## config.mk

```make
export PLATFORM = sky130hd
export DESIGN_NAME = modulo_controle_vedacao
export DESIGN_NICKNAME = d
export VERILOG_FILES = /design/src/rtl/modulo_controle_vedacao.sv
export SDC_FILE = /design/constraint.sdc
export NUM_CORES = 1
export LEC_CHECK = 0
export CAP_MARGIN = 5
export CORE_MARGIN = 8
export CORE_UTILIZATION = 48
export CTS_BUF_LIST = sky130_fd_sc_hd__clkbuf_16
export DETAILED_ROUTE_END_ITERATION = 6
export PLACE_DENSITY = 0.78
export SKIP_LAST_GASP = 1
export SLEW_MARGIN = 0
export SYNTH_ARGS = -nofsm -noshare
export SYNTH_HDL_FRONTEND = slang
export SYNTH_SLANG_ARGS = --single-unit
```

## constraint.sdc

```tcl
create_clock -name clk -period 1.8 [get_ports clk]
set_input_delay 0.45 -clock clk [delete_from_list [all_inputs] [get_ports clk]]
set_output_delay 0.45 -clock clk [all_outputs]
set_load 0.01 [all_outputs]
```

## src/rtl/modulo_controle_vedacao.sv

```systemverilog
// Corking-station controller: seals one bottle per arrival, writes back the decremented
// cork count and reloads stock from the supply through a request/acknowledge handshake.
module modulo_controle_vedacao #(
  parameter int WIDTH        = 7,
  parameter int MAX_ROLHAS   = 99,
  parameter int LIMITE_BAIXO = 5,
  parameter int RECARGA      = 15,
  parameter int CICLOS_VEDA  = 3
) (
  input  logic             clk,
  input  logic             clr,
  input  logic             enable,
  input  logic [WIDTH-1:0] m_rolhas_in,
  input  logic             garrafa_pronta,
  input  logic             ack_rolhas,
  output logic             veda,
  output logic [WIDTH-1:0] m_rolhas_out,
  output logic             m_rolhas_we,
  output logic             pedido_rolhas,
  output logic             garrafa_vedada,
  output logic             alarme_sem_rolha
);

  typedef enum logic [2:0] {
    IDLE,
    SEAL,
    UPDATE,
    WAIT_CLEAR,
    REQ,
    RELOAD_WR
  } state_t;

  localparam int CW = (CICLOS_VEDA > 1) ? $clog2(CICLOS_VEDA) : 1;
  localparam logic [CW-1:0]  SEAL_LAST = CW'(CICLOS_VEDA - 1);
  localparam logic [WIDTH:0] LIM       = (WIDTH+1)'(LIMITE_BAIXO);
  localparam logic [WIDTH:0] REC       = (WIDTH+1)'(RECARGA);
  localparam logic [WIDTH-1:0] MAXV    = WIDTH'(MAX_ROLHAS);

  state_t          state;
  logic [CW-1:0]   seal_cnt;
  logic [WIDTH:0]  count_ext;
  logic [WIDTH:0]  soma;
  logic [WIDTH-1:0] recarga_sat;
  logic            tem_rolha;
  logic            estoque_baixo;

  assign count_ext     = {1'b0, m_rolhas_in};
  assign tem_rolha     = (m_rolhas_in != '0);
  assign estoque_baixo = (count_ext < LIM);

  // Sum kept one bit wider so an overflowing reload still saturates at the ceiling.
  assign soma        = count_ext + REC;
  assign recarga_sat = (soma > {1'b0, MAXV}) ? MAXV : soma[WIDTH-1:0];

  always_ff @(posedge clk or posedge clr) begin
    if (clr) begin
      state        <= IDLE;
      seal_cnt     <= '0;
      m_rolhas_out <= '0;
    end else if (enable) begin
      case (state)
        IDLE: begin
          seal_cnt <= '0;
          if (garrafa_pronta && tem_rolha) state <= SEAL;
          else if (estoque_baixo)          state <= REQ;
        end
        SEAL: begin
          if (seal_cnt == SEAL_LAST) begin
            seal_cnt     <= '0;
            m_rolhas_out <= m_rolhas_in - WIDTH'(1);
            state        <= UPDATE;
          end else begin
            seal_cnt <= seal_cnt + CW'(1);
          end
        end
        UPDATE:     state <= WAIT_CLEAR;
        WAIT_CLEAR: if (!garrafa_pronta) state <= IDLE;
        REQ: begin
          if (ack_rolhas) begin
            m_rolhas_out <= recarga_sat;
            state        <= RELOAD_WR;
          end
        end
        RELOAD_WR:  state <= IDLE;
        default:    state <= IDLE;
      endcase
    end
  end

  // Levels follow the frozen state; pulses are gated so a paused write is issued later.
  assign veda             = (state == SEAL);
  assign pedido_rolhas    = (state == REQ);
  assign m_rolhas_we      = enable && ((state == UPDATE) || (state == RELOAD_WR));
  assign garrafa_vedada   = enable && (state == UPDATE);
  assign alarme_sem_rolha = ((state == IDLE) || (state == REQ)) && garrafa_pronta && !tem_rolha;

endmodule

```

== After elaboration in Yosys (flattened, before gate mapping) ==
Cells that the tools add are included.

* Register bits: 12

* Add/sub/neg operators: 3
* Muxes and demuxes: 12
* Equal/unequal tests: 10
* $lt $le $gt $ge: 2
* Reductions and logical operators: 15

{| class="wikitable"
|+ Operators by type and width
! cell !! number
|-
| 7-bit two-way mux || 3
|-
| 3-bit two-way mux || 5
|-
| 3-bit one-hot mux with 5 select lines || 1
|-
| 7-bit one-hot mux with 2 select lines || 1
|-
| 7-bit by 4-bit adder with 8-bit output, second input constant || 1
|-
| 8-bit by 7-bit > comparator with 1-bit output, second input constant || 1
|-
| 7-bit by 3-bit < comparator with 1-bit output, second input constant || 1
|-
| 7-bit nonzero test || 1
|-
| 7-bit by 1-bit subtractor with 7-bit output, second input constant || 1
|-
| 3-bit by 2-bit equality test with 1-bit output, second input constant || 2
|-
| 3-bit equality test, second input constant || 2
|-
| 1-bit logical AND || 5
|-
| 5-bit AND reduction || 1
|-
| 2-bit != test, second input constant || 2
|-
| 2-bit one-hot mux with 2 select lines || 1
|-
| 4-bit AND reduction || 1
|-
| 2-bit nonzero test || 2
|-
| 3-bit by 1-bit equality test with 1-bit output, second input constant || 1
|-
| 3-bit zero test || 1
|-
| 3-bit != test, second input constant || 1
|-
| 2-bit by 1-bit adder with 2-bit output, second input constant || 1
|-
| 2-bit equality test, second input constant || 1
|-
| 1-bit logical OR || 2
|-
| 2-bit two-way mux || 1
|-
| other kinds (3) || 3
|}

== Longest topological paths before layout ==
Gate-level depths: netlist of the first run.

* Depth after elaboration: 5
* Gate-level depth with buffers: 8

== Worst setup path before layout of the first run ==
No wires, ideal clock.

* Kind: input port to flip-flop
* From: in m_rolhas_in[0]
* To: reg m_rolhas_out[2]
* Path slack: -294 ps
* Stages: 8
* Arrival time: 1,974 ps
* Cells stage by stage: inv_1 ha_1 or3b_1 buf_6 o22ai_2 a31oi_1 o31a_1 a31o_1

* Cells in the longest elaborated chain, start to end: 5
* Elaborated cells between the ends (all ways): 7
* Those cells by class: 2 x add/sub; 1 x order compare; 4 x mux

{| class="wikitable"
|+ RTL lines
! what !! RTL line !! source
|-
| start: declaration || 13 || <nowiki>input logic [WIDTH-1:0] m_rolhas_in,</nowiki>
|-
| 7-bit by 4-bit adder with 8-bit output || 52 || <nowiki>assign soma = count_ext + REC;</nowiki>
|-
| 8-bit by 7-bit > comparator with 1-bit output || 53 || <nowiki>assign recarga_sat = (soma > {1'b0, MAXV}) ? MAXV : soma[WIDTH-1:0];</nowiki>
|-
| 7-bit two-way mux || 53 ||
|-
| 7-bit two-way mux || 79 || <nowiki>if (ack_rolhas) begin</nowiki>
|-
| 7-bit one-hot mux with 2 select lines (*) || 61 || <nowiki>case (state)</nowiki>
|-
| end signal: assignment || 70 || <nowiki>m_rolhas_out <= m_rolhas_in - WIDTH'(1);</nowiki>
|-
| end signal: assignment || 80 || <nowiki>m_rolhas_out <= recarga_sat;</nowiki>
|-
| end: declaration || 17 || <nowiki>output logic [WIDTH-1:0] m_rolhas_out,</nowiki>
|}

Mark *: on every way between the ends. The rest lies on a longest branch, timed or not. The select of a mux whose other input is x is not followed.
A chain may end at the register's enable or synchronous reset.

== Final worst setup path of the first run ==
* From: in m_rolhas_in[3]
* To: reg m_rolhas_out[1]

* Cells in the longest elaborated chain, start to end: 5

{| class="wikitable"
|+ RTL lines
! what !! RTL line
|-
| 7-bit by 4-bit adder with 8-bit output || 52
|-
| 8-bit by 7-bit > comparator with 1-bit output || 53
|-
| 7-bit two-way mux || 53
|-
| 7-bit two-way mux || 79
|-
| 7-bit one-hot mux with 2 select lines || 61
|}

No other way between the ends. The select of a mux whose other input is x is not followed.

==> impl_metrics.env, run 1 <==
export IMPL_slowest_stage="nor4_4"
export IMPL_violations="negative setup slack"
export IMPL_power_frac_clock=0.209
export IMPL_hold_violations=0
export IMPL_combPwrFrac=0.545
export IMPL_grt_max_degree=13
export IMPL_async_flop_share=1.000
export IMPL_vias=1296
export IMPL_worst_slew_pin_slew_ns=0.4618
export IMPL_overflow=0
export IMPL_netlist_area_leader_share=0.3061
export IMPL_die_area_um2=3746
export IMPL_ios=24
export IMPL_leakage_nw=0.7790
export IMPL_yosysSeqAreaShare=0.3061
export IMPL_synth_edf_count=0
export IMPL_avgSynthCellArea_um2=8.456
export IMPL_post_route_drc_count=0
export IMPL_crit_path_end_kind="register"
export IMPL_port_buffers=23
export IMPL_synthToLayoutAreaGrowth_pct=77.81
export IMPL_first_iter_violations=134
export IMPL_final_antenna_net_count=0
export IMPL_clock_sinks=12
export IMPL_cts_root_buf="clkbuf_16"
export IMPL_clock_latency_ns=0.24
export IMPL_cpPeakStageDelay_ns=0.33
export IMPL_layout_setup_ws_ns=-0.07087
export IMPL_cts_tree="built"
export IMPL_synth_fp_nets=130
export IMPL_fin_crit_ns=1.871
export IMPL_path_cells="clkbuf_2 > buf_6 > nor4_4 > buf_4 > o22ai_4 > a31oi_4 > o31a_1 > a31oi_1"
export IMPL_worst_hold_path_type="reg2reg"
export IMPL_dpl_hpwl_um=2271
export IMPL_ys_flop_type="dfrtp_1"
export IMPL_holdPathStages=1
export IMPL_grt_pass1_vias=1243
export IMPL_yosysMostFrequentCell="dfrtp_1"
export IMPL_ff2ff_setup_slack_ns=0
export IMPL_switching_share=0.3562
export IMPL_internal_power_mw=1.255
export IMPL_max_vdd_ir_drop_uv=1356
export IMPL_antenna_found_initial=0
export IMPL_post_place_ws_ns=-0.8259
export IMPL_path_class="in2reg"
export IMPL_max_freq_mhz=534.5
export IMPL_slew_violations=0
export IMPL_critPathRequiredTime_ns=1.90
export IMPL_power_switching_uw=694.5
export IMPL_status="finished with violations"
export IMPL_reg2reg_from="state[0]"
export IMPL_slew_headroom=0.6918
export IMPL_rsz0062_at_grt="yes"
export IMPL_grt_pass1_wl_um=5816
export IMPL_nets=191
export IMPL_cellPowerDensity_nw_per_um2=1118
export IMPL_routabilityCongestion=0.7879
export IMPL_worst_path_buf_inv=3
export IMPL_cp_start_kind="input pin"
export IMPL_cts_made_buffers=3
export IMPL_synth_area_leaders="dfrtp_1 31%, nand2_1 4.2%, clkbuf_1 3.1%"
export IMPL_arrival_ns=1.97
export IMPL_yosysUniqueCellTypes=45
export IMPL_vias_per_cell=6.384
export IMPL_htree_levels=1
export IMPL_fp_row_count=16
export IMPL_die_h_um=61.21
export IMPL_yosys_area_top_type="dfrtp_1"
export IMPL_r2r_end="m_rolhas_out[2]"
export IMPL_track_usage=0.2085
export IMPL_yosysWarnings=0
export IMPL_post_drt_wl_per_cell_um=21.67
export IMPL_crit_fanout=5
export IMPL_postSynthCellCount=116
export IMPL_sequentialPowerShare=0.246
export IMPL_fin_crit_sh=1.039
export IMPL_hold_end="m_rolhas_out[4]"
export IMPL_finalSetupViolCount=7
export IMPL_finalHoldWorstSlack_ns=0.5049
export IMPL_drt_total_wl_um=4399
export IMPL_die_w_um=61.21
export IMPL_core_area_um2=1942
export IMPL_clockBufferDepth=2
export IMPL_synth_common_cells="12 x dfrtp_1, 11 x nand2_1, 8 x clkbuf_1"
export IMPL_antenna_cells=0
export IMPL_skew_ns=0.002056
export IMPL_start_util=0.5052
export IMPL_synth_seq_cells=12
export IMPL_drive_above_1_share=0.4545
export IMPL_synthesis_area_um2=980.9
export IMPL_min_from="m_rolhas_out[4]"
export IMPL_first_pass_iters=4
export IMPL_cpLargestDelayFamily="compound AO/OA/AOI/OAI gates"
export IMPL_ff2ff_path_depth=6
export IMPL_drv_cap=0
export IMPL_path_clk_slew_ns=0.04
-- sequential cells by signal (all words and copies together), names as in the netlist --
register / count
m_rolhas_out: 7
state: 3
seal_cnt: 2
-- cell families after synthesis --
group                      after synthesis  share of synthesized area
muxes                                    3                    0.03189
xor gates and xnor gates                 4                    0.03572
adders and majority gates                2                    0.02551
and+or+nand+nor                         48                     0.2934
AOI/OAI and AO/OA                       31                     0.2309
DFF                                     12                     0.3061
buffers and inverters                   16                    0.07653
-- how the worst max path moves through the flow --
stage | endpoint | depth (start not counted) | start
after floorplan | m_rolhas_out[2] | 8 | m_rolhas_in[1]
after global placement | alarme_sem_rolha | 6 | m_rolhas_in[1]
after detailed placement | m_rolhas_out[3] | 8 | m_rolhas_in[1]
after CTS | alarme_sem_rolha | 6 | m_rolhas_in[4]
after global routing | m_rolhas_out[1] | 8 | m_rolhas_in[3]
final | m_rolhas_out[1] | 8 | m_rolhas_in[3]
-- routing by layer --
layer  up-vias  global-route usage  routed length (µm)
met5         -                   0                   0
met4         0             0.06312                 233
met3        28             0.05637                 469
met2       106              0.3821                2108
met1       616              0.2252                1588
li1        546                   -                   -
-- power groups by stage --
stage / Sequential (mW) / Clock, mW / Combinational [mW]
global route: 0.487 / 0.427 / 1.12
CTS: 0.475 / 0.408 / 0.969
finish: 0.480 / 0.408 / 1.06
global placement: 0.464 / 0 / 0.886
floorplan: 0.493 / 0 / 0.408
detailed placement: 0.471 / 0 / 0.913
-- per-stage QoR --
stage	total power, mW	setup TNS (ns)	utilization	instances	cell area, µm²
2_1_floorplan	0.9010	-0.3621	-	116	1011
3_3_place_gp	1.350	-6.289	0.7597	188	1475
3_5_place_dp	1.384	-7.245	0.7597	188	1475
4_1_cts	1.852	-0.5500	0.8563	200	1663
5_1_grt	2.031	-0.5650	0.8982	203	1744
6_report	1.950	-0.3626	0.8982	203	1744
-- layout make-up --
cell class | count | area [µm²]
Timing Repair Buffer | 66 | 576.8
Clock buffer | 3 | 75.07
Tap cell | 27 | 33.78
Inverter | 6 | 40.04
Clock inverter | 1 | 3.754
Sequential cell | 12 | 301.5
Multi-Input combinational cell | 88 | 713.2
Fill cell | 90 | 197.7
-- cell usage in the layout, fill, tap and decap left out, types with 3 or more instances in the layout --
master	Yosys	final
dfrtp_1	12	11
clkbuf_16	0	3
nand3b_1	3	3
buf_6	2	5
nand2b_1	3	3
xor2_1	3	3
buf_2	0	3
buf_4	0	38
dlygate4sd2_1	0	3
o21ai_1	2	3
inv_1	6	4
o21ai_0	4	3
nand2_1	11	11
clkdlybuf4s50_1	0	10
nand3_1	4	3
nor3_2	0	3
nor2_1	7	6
-- repair_timing --
action / in CTS / in global routing
hold buffers: 0 / 0
pin swaps: 11 / 10
buffers inserted: 8 / 5
endpoints found under the setup margin: 13 / 12
cloned: 0 / 0
resized for setup: 53 / 18
(Power assumes the default switching activity.)
==> run 2: changes to the inputs <==
Settings changed: CORE_UTILIZATION 48 to 59, CTS_CLUSTER_SIZE from default to 12, DONT_BUFFER_PORTS from default to 1, PLACE_DENSITY 0.78 to 0.75.
==> impl_metrics.env, run 2 (synthesized netlist as in run 1, its figures left out) <==
export IMPL_synthToLayoutAreaGrowth_pct=16.20
export IMPL_cp_start_kind="register"
export IMPL_grt_pass1_wl_um=3960
export IMPL_final_antenna_net_count=0
export IMPL_overflow=0
export IMPL_antenna_cells=0
export IMPL_cts_root_buf="clkbuf_16"
export IMPL_clock_sinks=12
export IMPL_worst_slew_pin_slew_ns=0.4574
export IMPL_power_switching_uw=499.9
export IMPL_finalPower_mw=1.437
export IMPL_port_buffers=0
export IMPL_nets=135
export IMPL_slew_headroom=0.6947
export IMPL_htree_levels=1
export IMPL_path_class="reg2out"
export IMPL_path_clk_slew_ns=0.05
export IMPL_grt_max_degree=14
export IMPL_postCtsHoldBufs=0
export IMPL_start_util=0.6364
export IMPL_postLayoutCellArea_um2=1140
export IMPL_power_frac_clock=0.291
export IMPL_vias_per_cell=6.529
export IMPL_core_area_um2=1541
export IMPL_first_pass_iters=4
export IMPL_hold_violations=0
export IMPL_first_iter_violations=22
export IMPL_status="finished clean"
export IMPL_combPwrFrac=0.332
export IMPL_drive_above_1_share=0.2333
export IMPL_top_register="m_rolhas_out"
export IMPL_drt_total_wl_um=2430
export IMPL_die_h_um=56.78
export IMPL_fin_crit_sh=0.9782
export IMPL_finalSetupViolCount=0
export IMPL_cellPowerDensity_nw_per_um2=1261
export IMPL_sequentialPowerShare=0.377
export IMPL_instances_no_fill=136
export IMPL_rsz0062_at_grt="no"
export IMPL_max_vdd_ir_drop_uv=918.3
export IMPL_clock_latency_ns=0.24
export IMPL_routabilityCongestion=0.7878
export IMPL_slew_violations=0
export IMPL_dpl_hpwl_um=1805
export IMPL_leakage_nw=0.4700
export IMPL_vias=888
export IMPL_drv_cap=0
export IMPL_post_drt_wl_per_cell_um=17.87
export IMPL_antenna_found_initial=0
export IMPL_track_usage=0.1522
export IMPL_layout_setup_ws_ns=0.03931
export IMPL_cts_tree="built"
export IMPL_post_dp_cell_area_um2=1039
export IMPL_crit_fanout=5
export IMPL_max_freq_mhz=568.0
export IMPL_top_regs="m_rolhas_out x7, state x3, seal_cnt x2"
export IMPL_worst_hold_path_type="in2async"
export IMPL_layout_commonest_cell="nand2_1"
export IMPL_ios=24
export IMPL_crit_path_end_kind="output port"
export IMPL_grt_pass1_vias=866
export IMPL_post_route_drc_count=0
export IMPL_final_cell_mix="11 x nand2_1, 10 x dfrtp_1, 10 x buf_4"
export IMPL_dp_cells=130
export IMPL_fp_row_count=14
export IMPL_clockBufferDepth=2
export IMPL_arrival_ns=1.31
export IMPL_post_place_ws_ns=-0.1548
export IMPL_largest_reg_flops=7
export IMPL_internal_power_uw=937.3
export IMPL_skew_ns=0.002740
export IMPL_fin_crit_ns=1.761
export IMPL_die_w_um=56.78
export IMPL_finalHoldWorstSlack_ns=0.1028
export IMPL_critPathRequiredTime_ns=1.35
export IMPL_switching_share=0.3478
export IMPL_die_area_um2=3223
export IMPL_cts_made_buffers=3
-- run 2: cell count changes in the layout (fill, tap and decap cells not counted), moves of 2 or more --
cell	before	now
buf_2	3	0
nor3_2	3	1
dlygate4sd2_1	3	0
clkdlybuf4s50_1	10	0
buf_6	5	0
a31oi_1	2	4
buf_12	2	0
buf_4	38	10
nor3_1	0	2
-- run 2: layer usage --
layer	track usage	vias to the layer above	part of all wire
met3	0.05843	6	0.086
met1	0.1792	422	0.44
li1	-	434	-
met2	0.2367	26	0.45
met4	0.07047	0	0.019
met5	0	-	0
-- run 2: cell type report --
type                            count  area (µm²)
Clock buffer                        3       75.07
Clock inverter                      1       3.754
Fill cell                         123       401.6
Inverter                            6       40.04
Multi-Input combinational cell     88       623.1
Sequential cell                    12       302.8
Tap cell                           16       20.02
Timing Repair Buffer               10       75.07
-- run 2: critical path: stages (launching register included) --
cell     delay (ns)
dfrtp_2        0.42
or2_2          0.34
nor3_2         0.16
buf_4          0.14
-- run 2: what timing repair did --
action	4_1_cts	5_1_grt
endpoints found under the setup margin	1	1
setup buffers	2	0
cloned	0	0
resized for setup	2	1
-- run 2: path summary, 6_finish.rpt --
check	cells after the start	slack, ns	endpoint	start
worst max-delay path	3	0.04	alarme_sem_rolha	state[0]
worst min-delay path	1	0.10	m_rolhas_out[3]	clr
worst max register to register	6	0.10	m_rolhas_out[3]	state[0]
worst min register to register	1	0.52	seal_cnt[1]	seal_cnt[0]
max in group asynchronous	1	1.35	state[1]	clr
min in group clk	1	0.32	m_rolhas_out[0]	m_rolhas_in[0]
-- run 2: power groups by stage --
stage | registers [mW] | clock network (mW) | logic, mW
after global placement | 0.568 | 0 | 0.393
final | 0.542 | 0.418 | 0.478
after floorplan | 0.493 | 0 | 0.408
after detailed placement | 0.577 | 0 | 0.403
after global routing | 0.559 | 0.434 | 0.530
after CTS | 0.543 | 0.423 | 0.477
-- run 2: through the flow --
stage / utilization / TNS, ns
5_1_grt: 0.7394 / 0
6_report: 0.7394 / 0
2_1_floorplan: - / -0.3621
4_1_cts: 0.7362 / 0
3_3_place_gp: 0.6737 / -0.4350
3_5_place_dp: 0.6737 / -0.7338
